**config.mk**
```make
export PLATFORM = sky130hd
export DESIGN_NAME = frame_buffer_reader
export DESIGN_NICKNAME = d
export VERILOG_FILES = /design/src/rtl/frame_buffer_reader.sv
export SDC_FILE = /design/constraint.sdc
export NUM_CORES = 1
export LEC_CHECK = 0
export ABC_CLOCK_PERIOD_IN_PS = 3000
export BUFFER_PORTS_ARGS = -buffer_cell sky130_fd_sc_hd__buf_2
export CORE_MARGIN = 4
export CORE_UTILIZATION = 45
export CTS_CLUSTER_DIAMETER = 200
export DETAILED_ROUTE_END_ITERATION = 7
export GPL_ROUTABILITY_DRIVEN = 1
export PLACE_DENSITY = 0.62
export SYNTH_ARGS = -nofsm -noshare
export SYNTH_HDL_FRONTEND = slang
export SYNTH_SLANG_ARGS = --single-unit
```
**constraint.sdc**
```tcl
create_clock -name clk_i -period 3 [get_ports clk_i]
set_clock_uncertainty 0.15 [all_clocks]
set_input_delay 0.15 -clock clk_i [delete_from_list [all_inputs] [get_ports clk_i]]
set_output_delay 0.15 -clock clk_i [all_outputs]
set_load 0.05 [all_outputs]
```
**src/rtl/frame_buffer_reader.sv**
```systemverilog
// frame_buffer_reader
//   Reads one frame of pixels out of the read port of the dual-port frame RAM.
//   The frame comes out as a valid/ready pixel stream with sof/eol/eof markers.
//   The RAM has a 1-cycle registered read latency. A 2-entry output FIFO plus
//   credit counting absorbs backpressure, so no pixel is dropped or repeated.
//
// Ports
//   clk_i        single clock, shared with the frame RAM read port
//   reset_n_i    synchronous reset, active-low
//   start_i      request one frame readout (sampled only in IDLE)
//   busy_o       frame in progress (includes the done cycle)
//   done_o       one-cycle pulse after the last pixel handshake
//   ram_addr_o   frame RAM read address
//   ram_en_o     frame RAM read strobe
//   ram_data_i   frame RAM read data, valid the cycle after the strobe
//   m_data_o     pixel data
//   m_valid_o    pixel valid
//   m_ready_i    downstream accept
//   m_sof_o      first pixel of the frame
//   m_eol_o      last pixel of a line
//   m_eof_o      last pixel of the frame
//
// States
//   state   | meaning
//   --------+-----------------------------------------------------------
//   S_IDLE  | waiting for start_i
//   S_READ  | issuing reads while credits allow
//   S_DRAIN | all reads issued; flushing the stream, then one done cycle
module frame_buffer_reader #(
  parameter int DATA_WIDTH = 8,
  parameter int ADDR_WIDTH = 8,
  parameter int H_PIXELS   = 16,
  parameter int V_LINES    = 16,
  parameter int BASE_ADDR  = 0
) (
  input  logic                  clk_i,
  input  logic                  reset_n_i,
  input  logic                  start_i,
  output logic                  busy_o,
  output logic                  done_o,
  output logic [ADDR_WIDTH-1:0] ram_addr_o,
  output logic                  ram_en_o,
  input  logic [DATA_WIDTH-1:0] ram_data_i,
  output logic [DATA_WIDTH-1:0] m_data_o,
  output logic                  m_valid_o,
  input  logic                  m_ready_i,
  output logic                  m_sof_o,
  output logic                  m_eol_o,
  output logic                  m_eof_o
);

  localparam int CW = (H_PIXELS > 1) ? $clog2(H_PIXELS) : 1;
  localparam int RW = (V_LINES > 1) ? $clog2(V_LINES) : 1;
  localparam logic [CW-1:0]         COL_LAST  = CW'(H_PIXELS - 1);
  localparam logic [RW-1:0]         ROW_LAST  = RW'(V_LINES - 1);
  localparam logic [CW-1:0]         COL_ONE   = CW'(1);
  localparam logic [RW-1:0]         ROW_ONE   = RW'(1);
  localparam logic [ADDR_WIDTH-1:0] ADDR_BASE = ADDR_WIDTH'(BASE_ADDR);
  localparam logic [ADDR_WIDTH-1:0] ADDR_ONE  = ADDR_WIDTH'(1);

  // flag vector layout: {sof, eol, eof}
  localparam int F_SOF = 2;
  localparam int F_EOL = 1;
  localparam int F_EOF = 0;

  typedef enum logic [1:0] {
    S_IDLE  = 2'd0,
    S_READ  = 2'd1,
    S_DRAIN = 2'd2
  } state_t;

  state_t state, state_next;
  logic   done_q, done_next;

  logic [ADDR_WIDTH-1:0] addr;
  logic [CW-1:0]         col;
  logic [RW-1:0]         row;

  // read issued at the last edge; its data is on ram_data_i this cycle
  logic       pend;
  logic [2:0] pend_flags;

  logic [DATA_WIDTH-1:0] fifo_data  [2];
  logic [2:0]            fifo_flags [2];
  logic                  rd_ptr, wr_ptr;
  logic [1:0]            fifo_count;

  logic                  start_accept, issue, last_issue, hs, push, pop;
  logic                  head_valid;
  logic [DATA_WIDTH-1:0] head_data;
  logic [2:0]            head_flags, issue_flags;
  logic [1:0]            credits_used;

  // The logical queue is the FIFO followed by the in-flight RAM word. When the
  // FIFO is empty the RAM output is presented directly, which gives the first
  // pixel two cycles after start. A stalled bypassed word is pushed into the
  // FIFO, so the output stays the same while the stall lasts.
  always_comb begin
    head_valid   = (fifo_count != 2'd0) || pend;
    head_data    = ram_data_i;
    head_flags   = pend_flags;
    if (fifo_count != 2'd0) begin
      head_data  = fifo_data[rd_ptr];
      head_flags = fifo_flags[rd_ptr];
    end
    hs           = head_valid && m_ready_i;
    pop          = hs && (fifo_count != 2'd0);
    push         = pend && !(hs && (fifo_count == 2'd0));
    credits_used = fifo_count + {1'b0, pend};
    issue        = (state == S_READ) && (credits_used < 2'd2);
    last_issue   = issue && (col == COL_LAST) && (row == ROW_LAST);
    start_accept = (state == S_IDLE) && start_i;
    issue_flags[F_SOF] = (col == '0) && (row == '0);
    issue_flags[F_EOL] = (col == COL_LAST);
    issue_flags[F_EOF] = (col == COL_LAST) && (row == ROW_LAST);
  end

  always_ff @(posedge clk_i) begin
    if (!reset_n_i) begin
      state  <= S_IDLE;
      done_q <= 1'b0;
    end else begin
      state  <= state_next;
      done_q <= done_next;
    end
  end

  // DRAIN lasts one more cycle after the eof handshake. That extra cycle is
  // the done cycle, and start_i is ignored in it.
  always_comb begin
    state_next = state;
    done_next  = 1'b0;
    case (state)
      S_IDLE: begin
        if (start_i) state_next = S_READ;
      end
      S_READ: begin
        if (last_issue) state_next = S_DRAIN;
      end
      S_DRAIN: begin
        if (done_q) state_next = S_IDLE;
        else if (hs && head_flags[F_EOF]) done_next = 1'b1;
      end
      default: state_next = S_IDLE;
    endcase
  end

  always_ff @(posedge clk_i) begin
    if (!reset_n_i) begin
      addr       <= ADDR_BASE;
      col        <= '0;
      row        <= '0;
      pend       <= 1'b0;
      pend_flags <= '0;
      fifo_count <= '0;
      rd_ptr     <= 1'b0;
      wr_ptr     <= 1'b0;
      for (int i = 0; i < 2; i++) begin
        fifo_data[i]  <= '0;
        fifo_flags[i] <= '0;
      end
    end else begin
      if (start_accept) begin
        addr <= ADDR_BASE;
        col  <= '0;
        row  <= '0;
      end else if (issue && !last_issue) begin
        // the address stays on the last pixel, so it never runs past the frame
        addr <= addr + ADDR_ONE;
        if (col == COL_LAST) begin
          col <= '0;
          row <= row + ROW_ONE;
        end else begin
          col <= col + COL_ONE;
        end
      end

      pend <= issue;
      if (issue) pend_flags <= issue_flags;

      if (push) begin
        fifo_data[wr_ptr]  <= ram_data_i;
        fifo_flags[wr_ptr] <= pend_flags;
        wr_ptr             <= ~wr_ptr;
      end
      if (pop) rd_ptr <= ~rd_ptr;

      case ({push, pop})
        2'b10:   fifo_count <= fifo_count + 2'd1;
        2'b01:   fifo_count <= fifo_count - 2'd1;
        default: fifo_count <= fifo_count;
      endcase
    end
  end

  assign busy_o     = (state != S_IDLE);
  assign done_o     = done_q;
  assign ram_en_o   = issue;
  assign ram_addr_o = addr;
  assign m_valid_o  = head_valid;
  assign m_data_o   = head_valid ? head_data : '0;
  assign m_sof_o    = head_valid && head_flags[F_SOF];
  assign m_eol_o    = head_valid && head_flags[F_EOL];
  assign m_eof_o    = head_valid && head_flags[F_EOF];

endmodule
```
==> key figures <==
Synth
  – Synth unique cells: 45
  – Synth Area in Adders: 0.0311
  – Post-synth EDFFs: 22
  – Flip-flop cell with the highest count after synthesis: sky130_fd_sc_hd__dfxtp_1
  – Simple-gate portion of the synthesized area: 0.227
  – Post-Synthesis Net Count: 259
  – Mean Syn Cell Area: 10.0 µm²
  – Async SR Flop Fraction: 0
  – Sequential fraction of the synthesis area: 0.506
  – Post-synthesis mux area share: 0.0456
  – Synthesis warning total: 0
  – Post-synthesis cell count: 241
  – Netlist area before placement: 2410 µm²
  – Post-synthesis compound-gate area fraction: 0.130
  – Combinational family with the most area after synthesis: simple AND/OR/NAND/NOR gates
  – XOR/XNOR Fraction of Synth Area: 0.0145
  – Number of synthesized register bits: 50

Detailed routing
  – Initial DRT Pass Iterations: 4
  – First-iteration detailed-routing DRC count: 101
  – Total wirelength of the detailed-routed design: 4830 µm
  – Count of vias placed by the detailed router: 1848
  – Avg WL per Cell: 13.7 µm
  – ANT nets after route: 0
  – Via density: 5.24
  – Number of remaining DRC errors: 0

Die
  – Initial core utilization: 0.470
  – Die height: 81.2 µm
  – Die span in x: 81.2 µm
  – Area of the placeable core: 5140 µm²
  – I/O pins: 35
  – Total Die Area: 6600 µm²
  – Number of placement rows: 26

CTS
  – Clock insertion delay at the later pin of the skew report: 0.30 ns
  – Clock root buffer: sky130_fd_sc_hd__clkbuf_8
  – Post-CTS sizing: 0
  – Level count of the clock H-tree: 2
  – Clock buffers created by TritonCTS: 5
  – CTS max path bufs: 2
  – Clock sink count: 50
  – Clock transition at the registers of the reported paths: 0.09 ns
  – Clock tree from TritonCTS: yes

STA
  – Relative slew slack: 0.555
  – Crit path time final: 2.17 ns
  – Max-slew violation total from the final report: 0
  – RSZ-0062 raised after global routing: no
  – Final Hold Vio Count: 0
  – Setup tns final: 0 ns
  – Slew at the pin closest to its max-slew limit: 0.667 ns
  – Number of endpoints failing setup at the final stage: 0
  – Maximum frequency from static timing analysis: 0.461 GHz
  – Ratio of final minimum period to clock period: 0.723

Cells and area
  – Layout filler cell count: 498
  – Combined flip-flop and latch cell area: 1220 µm²
  – Area taken by multi-input logic gates: 1080 µm²
  – Area grow syn2layout: 15.6%
  – Nets: 300
  – Non-filler cells, final: 353
  – Antenna diodes: 0
  – Layout cells sized above 1: 0.184

Placement
  – Number of placed instances with taps included: 339
  – Final weighted congestion of routability-driven global placement: 0.809
  – Number of I/O port buffers: 34
  – Detailed-placement wirelength estimate: 3220 µm

Pwr
  – Share of total power in combinational logic: 0.238
  – Pwr dens: 559 nW/µm²
  – Max VDD drop: 0.000206 V
  – Internal power: 1.04 mW
  – Leakage: 1.05 nW
  – Fraction of power consumed by the clock network: 0.261
  – Sw Pwr: 0.518 mW
  – Switching part of the total power: 0.332
  – Fraction of power consumed by sequential logic: 0.501

Critical path
  – CP endpoint kind: output port
  – Sort of element at the start of the critical path: register
  – Worst reg2reg endpoint: fifo_data[1][6]$_SDFFCE_PN0P_
  – Data required time of the worst path: 2.70 ns
  – Crit Path Class: register to output port
  – Worst Path Arrival: 1.87 ns
  – Worst-path fanout max: 11
  – Worst Reg2Reg Path Length in Cells: 4
  – Worst reg2reg path startpoint: fifo_count[0]$_SDFFE_PN0P_
  – Worst-case register-to-register setup slack: 0.94 ns

Hold path
  – Startpoint of the worst hold path: ram_data_i[0]
  – Class of the tightest hold or removal check: input port to register
  – Worst hold path endpoint: fifo_data[1][0]$_SDFFCE_PN0P_
  – Worst hold path depth: 2

Run
  – Maxcap violations: 0

Global routing
  – Via count of the first global-routing pass: 1735
  – Initial antenna violation count: 0
  – Overflow left after global routing: 0
  – Global-route usage over all layers: 0.159
  – Global-route wire length before repair: 7980 µm
  – Maximum number of pins on one net before global-route repair: 34

Status
  – Result of the run: completed
-- cell usage after synthesis, types with 2 or more instances --
cell type / instances / area share
sky130_fd_sc_hd__and3_1: 3 / 0.0078
sky130_fd_sc_hd__a21oi_1: 17 / 0.035
sky130_fd_sc_hd__nor2_1: 9 / 0.014
sky130_fd_sc_hd__buf_6: 2 / 0.0093
sky130_fd_sc_hd__clkbuf_1: 4 / 0.0062
sky130_fd_sc_hd__nor3b_1: 2 / 0.0062
sky130_fd_sc_hd__or3_1: 6 / 0.016
sky130_fd_sc_hd__nand3_1: 19 / 0.039
sky130_fd_sc_hd__ha_1: 6 / 0.031
sky130_fd_sc_hd__a31oi_1: 3 / 0.0078
sky130_fd_sc_hd__o31ai_1: 5 / 0.016
sky130_fd_sc_hd__xor2_1: 2 / 0.0073
sky130_fd_sc_hd__and4_1: 2 / 0.0073
sky130_fd_sc_hd__o21ai_0: 22 / 0.046
sky130_fd_sc_hd__nand2b_1: 2 / 0.0052
sky130_fd_sc_hd__dfxtp_1: 28 / 0.23
sky130_fd_sc_hd__and2_1: 25 / 0.065
sky130_fd_sc_hd__xnor2_1: 2 / 0.0073
sky130_fd_sc_hd__o21a_1: 2 / 0.0062
sky130_fd_sc_hd__or4_1: 5 / 0.016
sky130_fd_sc_hd__nand4_1: 4 / 0.010
sky130_fd_sc_hd__edfxtp_1: 22 / 0.27
sky130_fd_sc_hd__nand2_1: 10 / 0.016
sky130_fd_sc_hd__nor4_1: 3 / 0.0078
sky130_fd_sc_hd__mux2i_1: 11 / 0.046
sky130_fd_sc_hd__inv_1: 6 / 0.0093
-- layout make-up --
class                      count  area share
clock buffer                   6      0.0296
multi-input combinational    171       0.387
inverter                       8      0.0108
timing repair buffer          46      0.0987
tap                           70      0.0314
sequential                    50       0.438
clock inverter                 2     0.00449
-- power groups by stage --
stage / Clock (mW) / Sequential (mW) / Combinational, mW
2_1_floorplan: 0 / 0.784 / 0.297
3_3_place_gp: 0 / 0.796 / 0.366
3_5_place_dp: 0 / 0.797 / 0.368
4_1_cts: 0.424 / 0.781 / 0.373
5_1_grt: 0.455 / 0.786 / 0.398
6_report: 0.406 / 0.781 / 0.371
-- worst max-delay path, cell delays in order, from the launching register on --
cell and delay [ns]:
sky130_fd_sc_hd__dfxtp_1 0.76, sky130_fd_sc_hd__mux2i_1 0.17, sky130_fd_sc_hd__o21ai_0 0.30, sky130_fd_sc_hd__buf_2 0.33
-- sequential cells by signal, summed over array words and instances (netlist names), named ones only --
register and count:
done_o 1, pend 1, pend_flags 3, rd_ptr 1, col 4, wr_ptr 1, state 2, fifo_count 2
fifo_data 16, ram_addr_o 8, row 4, fifo_flags 6
-- metrics by stage --
stage                      util  setup WS, ns  hold slack, ns  cell area [µm²]  total power [mW]
final                     0.543         0.830         0.00679             2790              1.56
after global routing      0.543         0.711         0.00399             2790              1.64
after CTS                 0.539         0.814         0.00242             2770              1.58
after detailed placement  0.512         0.923           0.295             2630              1.16
after global placement    0.512         0.978           0.275             2630              1.16
after floorplan               -         0.685           0.118             2410              1.08
-- what timing repair did --
action / CTS / global route
hold endpoints to repair: 5 / 3
setup buffers: 0 / 0
hold buffers: 4 / 2
-- layer usage --
metal	track usage	share of wire	up-vias
li1	-	-	958
met1	0.187	0.46	852
met2	0.277	0.48	31
met3	0.0421	0.035	7
met4	0.0625	0.016	0
met5	0	0	-
-- worst max path at each step --
stage                                from                       endpoint  slack, ns  cells after the start
6_report                         register                        m_eof_o       0.83                      3
5_1_grt                          register                        m_eof_o       0.71                      3
4_1_cts                          register                        m_eof_o       0.81                      3
3_5_place_dp   fifo_count[0]$_SDFFE_PN0P_  fifo_data[1][2]$_SDFFCE_PN0P_       0.92                      4
3_3_place_gp   fifo_count[0]$_SDFFE_PN0P_  fifo_data[1][2]$_SDFFCE_PN0P_       0.98                      4
2_1_floorplan                    register                    m_data_o[0]       0.68                      3
-- cell usage in the layout (no fill, tap or decap), drive strengths merged, types with 2 or more instances in the layout --
cell type	instances
nand2	10
dlygate4sd3	6
and3	3
or3	6
xnor2	2
o31ai	5
or4	5
and2	25
inv	7
xor2	2
a31oi	3
buf	40
nor3b	2
clkbuf	6
nand4	4
o21a	2
mux2i	11
nand2b	2
nand3	19
o21ai	23
dfxtp	28
edfxtp	22
a21oi	17
nor4	3
clkinv	2
ha	6
nor2	9
and4	2
-- cell families (layout without fill, tap and decap cells) --
| kind of cell | after synthesis | count (layout) |
|---|---|---|
| DFF | 50 | 50 |
| and+or+nand+nor | 96 | 96 |
| muxes | 11 | 11 |
| AOI/OAI and AO/OA | 54 | 54 |
| xor gates and xnor gates | 4 | 4 |
| buffers and inverters | 20 | 62 |
| adders and majority gates | 6 | 6 |
(Power assumes the default switching activity.)
